===== config.mk =====
export PLATFORM = sky130hd
export DESIGN_NAME = hazard_scoreboard
export DESIGN_NICKNAME = d
export VERILOG_FILES = /design/src/rtl/hazard_pkg.sv /design/src/rtl/hazard_match.sv /design/src/rtl/hazard_scoreboard.sv
export SDC_FILE = /design/constraint.sdc
export NUM_CORES = 1
export LEC_CHECK = 0
export CAP_MARGIN = 25
export CORE_MARGIN = 1.5
export CORE_UTILIZATION = 60
export CTS_CLUSTER_SIZE = 30
export DETAILED_ROUTE_END_ITERATION = 12
export DONT_BUFFER_PORTS = 1
export GPL_TIMING_DRIVEN = 0
export MAX_ROUTING_LAYER = met4
export PLACE_DENSITY_LB_ADDON = 0.2
export REMOVE_ABC_BUFFERS = 1
export SYNTH_ARGS = -nofsm -noshare
export SYNTH_HDL_FRONTEND = slang
export SYNTH_SLANG_ARGS = --single-unit

===== constraint.sdc =====
create_clock -name Clk -period 1.7 [get_ports Clk]
set_input_delay 0.34 -clock Clk [delete_from_list [all_inputs] [get_ports Clk]]
set_output_delay 0.34 -clock Clk [all_outputs]
set_load 0.03 [all_outputs]

===== src/rtl/hazard_pkg.sv =====
// Shared constants and stage-entry field layout for the hazard scoreboard.
package hazard_pkg;

  // Pipeline stage indices tracked after ID (bit 0 of stage_valid is youngest).
  localparam int STAGE_EX  = 0;
  localparam int STAGE_MEM = 1;
  localparam int STAGE_WB  = 2;

  // Compare and forwarding-select constants.
  localparam int ZERO_REG = 0;
  localparam int FWD_RF   = 0;

  // Stage entry layout: {reg[REG_W-1:0], load, valid}.
  localparam int ENT_VALID = 0;
  localparam int ENT_LOAD  = 1;
  localparam int ENT_REG   = 2;

  function automatic int entry_w(input int reg_w);
    return reg_w + ENT_REG;
  endfunction

endpackage


===== src/rtl/hazard_match.sv =====
// Per-operand compare against all pending writes plus youngest-first priority
// encode; forwarding select exists only with HAZARD_SCOREBOARD_FWD_EN.
module hazard_match
  import hazard_pkg::*;
#(
  parameter int DEPTH = 3,
  parameter int REG_W = 5
) (
  input  logic [DEPTH-1:0]            valid,
  input  logic [DEPTH-1:0][REG_W-1:0] regs,
  input  logic [DEPTH-1:0]            load,
  input  logic                        use_src,
  input  logic [REG_W-1:0]            src,
  output logic                        hazard
`ifdef HAZARD_SCOREBOARD_FWD_EN
  , output logic [$clog2(DEPTH+1)-1:0] sel
`endif
);

`ifdef HAZARD_SCOREBOARD_FWD_EN
  localparam bit LOAD_USE_ONLY = 1'b1;
  localparam int SEL_W = $clog2(DEPTH+1);
`else
  localparam bit LOAD_USE_ONLY = 1'b0;
`endif

  logic [DEPTH-1:0] hit;

  always_comb begin
    // NOTE: every combinational output gets a default first so no path
    // through the block leaves it unassigned, which would infer a latch.
    hit = '0;
    for (int k = 0; k < DEPTH; k++) begin
      hit[k] = use_src && (src != REG_W'(ZERO_REG)) && valid[k] && (regs[k] == src);
    end
  end

  // With forwarding only a load still sitting in the youngest stage cannot be
  // bypassed; any younger-than-it match would already have been selected.
  assign hazard = LOAD_USE_ONLY ? (hit[STAGE_EX] & load[STAGE_EX]) : (|hit);

`ifdef HAZARD_SCOREBOARD_FWD_EN
  always_comb begin
    sel = SEL_W'(FWD_RF);
    for (int k = DEPTH - 1; k >= 0; k--) begin
      if (hit[k]) sel = SEL_W'(k + 1);
    end
  end
`endif

endmodule


===== src/rtl/hazard_scoreboard.sv =====
// In-order pipeline hazard scoreboard: pending-write shift register, RAW stall
// and non-pipelined multiplier busy. Define HAZARD_SCOREBOARD_FWD_EN for bypassing.
module hazard_scoreboard
  import hazard_pkg::*;
#(
  parameter int NUM_REGS = 32,
  parameter int REG_W    = 5,
  parameter int DEPTH    = 3,
  parameter int MUL_LAT  = 4
) (
  input  logic             Clk,
  input  logic             Rst_n,
  input  logic             id_valid,
  input  logic [REG_W-1:0] id_rs,
  input  logic [REG_W-1:0] id_rt,
  input  logic             id_use_rs,
  input  logic             id_use_rt,
  input  logic             id_wr_en,
  input  logic [REG_W-1:0] id_wr_reg,
  input  logic             id_is_load,
  input  logic             id_is_mul,
  input  logic             flush,
  output logic             id_stall,
  output logic             mul_busy,
  output logic [DEPTH-1:0] stage_valid
`ifdef HAZARD_SCOREBOARD_FWD_EN
  , output logic [$clog2(DEPTH+1)-1:0] fwd_sel_rs
  , output logic [$clog2(DEPTH+1)-1:0] fwd_sel_rt
`endif
);

  localparam int ENT_W = entry_w(REG_W);
  localparam int CNT_W = (MUL_LAT > 1) ? $clog2(MUL_LAT) : 1;

  if ($clog2(NUM_REGS) != REG_W) begin : g_bad_reg_w
    $error("REG_W must equal clog2(NUM_REGS)");
  end

  logic [DEPTH-1:0][ENT_W-1:0] stage;
  logic [ENT_W-1:0]            new_entry;
  logic [CNT_W-1:0]            mul_cnt;
  logic [DEPTH-1:0]            st_valid;
  logic [DEPTH-1:0]            st_load;
  logic [DEPTH-1:0][REG_W-1:0] st_reg;
  logic                        hazard_rs;
  logic                        hazard_rt;
  logic                        issue;

  for (genvar k = 0; k < DEPTH; k++) begin : g_unpack
    assign st_valid[k] = stage[k][ENT_VALID];
    assign st_load[k]  = stage[k][ENT_LOAD];
    assign st_reg[k]   = stage[k][ENT_REG +: REG_W];
  end

  hazard_match #(.DEPTH(DEPTH), .REG_W(REG_W)) u_match_rs (
    .valid(st_valid), .regs(st_reg), .load(st_load),
    .use_src(id_use_rs), .src(id_rs), .hazard(hazard_rs)
`ifdef HAZARD_SCOREBOARD_FWD_EN
    , .sel(fwd_sel_rs)
`endif
  );

  hazard_match #(.DEPTH(DEPTH), .REG_W(REG_W)) u_match_rt (
    .valid(st_valid), .regs(st_reg), .load(st_load),
    .use_src(id_use_rt), .src(id_rt), .hazard(hazard_rt)
`ifdef HAZARD_SCOREBOARD_FWD_EN
    , .sel(fwd_sel_rt)
`endif
  );

  assign mul_busy    = (mul_cnt != '0);
  assign id_stall    = id_valid & (hazard_rs | hazard_rt | (id_is_mul & mul_busy));
  assign issue       = id_valid & ~id_stall & ~flush;
  assign stage_valid = st_valid;

  // Stalls and flushes both enter as bubbles because issue is low.
  always_comb begin
    new_entry                     = '0;
    new_entry[ENT_VALID]          = issue & id_wr_en & (id_wr_reg != REG_W'(ZERO_REG));
    new_entry[ENT_LOAD]           = id_is_load;
    new_entry[ENT_REG +: REG_W]   = id_wr_reg;
  end

  // NOTE: state uses non-blocking assignments so every stage samples its
  // neighbour's pre-edge value; the small stage array is reset with the rest.
  always_ff @(posedge Clk or negedge Rst_n) begin
    if (!Rst_n) begin
      stage   <= '0;
      mul_cnt <= '0;
    end else begin
      stage[0] <= new_entry;
      for (int k = 1; k < DEPTH; k++) begin
        stage[k] <= stage[k-1];
      end
      if (issue && id_is_mul) begin
        mul_cnt <= CNT_W'(MUL_LAT - 1);
      end else if (mul_cnt != '0) begin
        mul_cnt <= mul_cnt - 1'b1;
      end
    end
  end

endmodule


==> results.sh <==
export IMPL_critPathKind="flop to output port"
export IMPL_path_buf_inv=0
export IMPL_status="complete, but fails checks"
export IMPL_routed_wl_um=1940
export IMPL_ioPinCount=29
export IMPL_h_tree_depth=1
export IMPL_dr_wl_met3_um=132
export IMPL_finalSetupViolCount=4
export IMPL_critical_path_max_stage_delay_ns=0.42
export IMPL_yosys_warnings=0
export IMPL_viasPerCell=6.10
export IMPL_initial_core_util_pct=64.8
export IMPL_core_area_um2=1510
export IMPL_tightest_slew_ns=0.876
export IMPL_syn_to_final_growth_pct=12.2
export IMPL_cts_buffers=3
export IMPL_num_rows=14
export IMPL_grt_usage_pct=24.0
export IMPL_numPortBuffers=0
export IMPL_dr_wl_met2_um=1010
export IMPL_topRoutingLayerUsed="met4"
export IMPL_drt_initial_drc_count=7
export IMPL_hp_class="primary input to flop"
export IMPL_maxCapViolCount=0
export IMPL_antenna_left=0
export IMPL_cts_tree="built"
export IMPL_fin_worst_skew_ns=0.00317
export IMPL_dr_pass1_iters=4
export IMPL_synth_area_um2=976
export IMPL_fillers=110
export IMPL_crit_required_ns=1.36
export IMPL_critPathArrivalTime_ns=1.88
export IMPL_drc=0
export IMPL_grt_setup_unrepaired="true"
export IMPL_violations="setup timing"
export IMPL_antenna_found_initial=0
export IMPL_cpMaxStageDelayCell="dfrtp_1"
export IMPL_die_area_um2=1880
export IMPL_cp_max_fo=3
export IMPL_leakagePower_uw=0.000467
export IMPL_yosysTopAreaCellShare_pct=51.3
export IMPL_die_w_um=43.3
export IMPL_slew_headroom_pct=41.4
export IMPL_clock_sinks=20
export IMPL_fin_total_pwr_uw=1070
export IMPL_max_freq_mhz=450
export IMPL_place_ws_ns=-0.685
export IMPL_wl_met1_um=746
export IMPL_clk_pin_slew_worst_paths_ns=0.10
export IMPL_worstSkewPairLatency_ns=0.29
export IMPL_period_needed_ns=2.22
export IMPL_path_cells="xor2_1 > nor4_2 > nand3_1 > a31oi_1 > nor2_2 > a21boi_4"
export IMPL_critPathCaptureType="output port"
export IMPL_place_congestion=0.846
export IMPL_ir_worst_vdd_uv=801
export IMPL_ys_seq_area_share_pct=51.3
export IMPL_cp_start_kind="flop"
export IMPL_cts_root_buf="clkbuf_4"
export IMPL_yosysUniqueCellTypes=19
export IMPL_synth_area_leaders="dfrtp_1 51%, xor2_1 22%, xnor2_1 6.3%"
export IMPL_die_h_um=43.3
export IMPL_final_max_slew_violation_count=0
export IMPL_drive_gt1_share_pct=14.1
export IMPL_ys_ff_latch=20
export IMPL_post_route_period_util_pct=131
export IMPL_synth_largest_area_cell="dfrtp_1"
export IMPL_wl_per_cell_um=17.9
export IMPL_largest_reg_flops=15
export IMPL_grt_max_degree=21
export IMPL_nets=119
export IMPL_synthCells=84
export IMPL_diodes=0
export IMPL_dp_hpwl_um=1420
export IMPL_grt_pass1_vias=704
export IMPL_pwr_density_cell_nw_per_um2=982
export IMPL_route_vias_total=659
export IMPL_grt_overflow=0
export IMPL_hold_violations=0
export IMPL_setup_slack_ns=-0.522
export IMPL_setup_tns_ns=-0.952
export IMPL_max_clock_path_buffers=2
export IMPL_postSynthAreaPerCell_um2=11.6
export IMPL_cp_top_family="simple AND/OR/NAND/NOR gates"
export IMPL_grt_first_pass_wirelength_um=3010
## worst register-to-register path, cell delays in order (launching register included)
cell	delay, ns
dfrtp_1	0.42
xor2_1	0.17
nor4_2	0.32
nand3_1	0.12
a31oi_1	0.21
nor2_2	0.10
buf_4	0.14
buf_4	0.13
a41o_1	0.16
## area by class of cell
type	instances	area (um2)	share of cell area, %
clock buffer	3	22.5	2.06
multi-input combinational	61	500	45.7
sequential	20	500	45.7
tap	16	20.0	1.83
inverter	3	11.3	1.03
timing repair buffer	5	40.0	3.66
## layer usage
| layer | track usage, % | up-vias |
|---|---|---|
| li1 | - | 310 |
| met5 | - | - |
| met1 | 27.0 | 307 |
| met4 | 10.9 | 0 |
| met2 | 41.8 | 35 |
| met3 | 3.75 | 7 |
## stage by stage
stage               std cells  hold WS (ns)  util, %  area [um2]
global route              108        0.0436     72.7        1090
detailed placement        100        0.0448     66.1         996
floorplan                  84        0.0444        -         976
finish                    108        0.0646     72.7        1090
CTS                       105        0.0616     69.9        1050
global placement          100        0.0448     66.1         996
## cells in the mapped netlist
| cell | instances |
|---|---|
| a21boi_0 | 1 |
| a31oi_1 | 2 |
| a41o_1 | 2 |
| and3_1 | 1 |
| dfrtp_1 | 20 |
| ha_1 | 1 |
| inv_1 | 3 |
| nand2_1 | 2 |
| nand3_1 | 6 |
| nor2_2 | 1 |
| nor2b_1 | 1 |
| nor4_1 | 6 |
| o21ai_0 | 1 |
| o21ai_1 | 2 |
| o311a_1 | 1 |
| or3_1 | 1 |
| or4_1 | 2 |
| xnor2_1 | 7 |
| xor2_1 | 24 |
## power by group
part / switching [uW] / total [uW] / internal (uW)
clock: 129 / 211 / 82.6
sequential: 49.1 / 574 / 525
combinational: 158 / 289 / 131
## path summary, 6_finish.rpt
kind                                     start                  endpoint  slack [ns]  cells past startpoint
setup / recovery           st_reg[5]$_DFF_PN0_                  id_stall       -0.52                      6
hold / removal                    id_wr_reg[1]       st_reg[1]$_DFF_PN0_        0.06                      0
setup reg to reg           st_reg[5]$_DFF_PN0_    mul_cnt[0]$_DFFE_PN0P_       -0.16                      8
hold reg to reg            st_reg[0]$_DFF_PN0_       st_reg[5]$_DFF_PN0_        0.44                      0
max in group asynchronous                Rst_n       st_reg[7]$_DFF_PN0_        0.57                      1
min in group asynchronous                Rst_n  stage_valid[0]$_DFF_PN0_        0.60                      1
## kinds of logic (layout without fill, tap and decap cells)
group | count (synthesis) | in the layout | synth area share (%)
xor gates and xnor gates | 31 | 31 | 27.8
DFF | 20 | 20 | 51.3
and+or+nand+nor | 20 | 20 | 11.8
AOI/OAI and AO/OA | 9 | 9 | 6.67
buffers and inverters | 3 | 11 | 1.15
adders and majority gates | 1 | 1 | 1.28
## timing repair
item                                    CTS  global route
endpoints found under the hold margin    20             0
hold buffers                              1             0
buffers inserted                          1             3
gates cloned                              0             0
pin swaps                                10            11
endpoints found under the setup margin    1             4
resized for setup                         4             3
## layout by cell type, fill, tap and decap left out, drive strengths merged
| cell | Yosys | layout |
|---|---|---|
| nor4 | 6 | 6 |
| or3 | 1 | 1 |
| a41o | 2 | 2 |
| ha | 1 | 1 |
| a31oi | 2 | 2 |
| nand3 | 6 | 6 |
| and3 | 1 | 1 |
| or4 | 2 | 2 |
| nand2 | 2 | 2 |
| dfrtp | 20 | 20 |
| o21ai | 3 | 3 |
| clkbuf | 0 | 3 |
| nor2 | 1 | 1 |
| a21boi | 1 | 1 |
| buf | 0 | 4 |
| xnor2 | 7 | 7 |
| nor2b | 1 | 1 |
| inv | 3 | 3 |
| xor2 | 24 | 24 |
| o311a | 1 | 1 |
| dlygate4sd3 | 0 | 1 |
No activity file was read; power rests on OpenSTA's default activity.
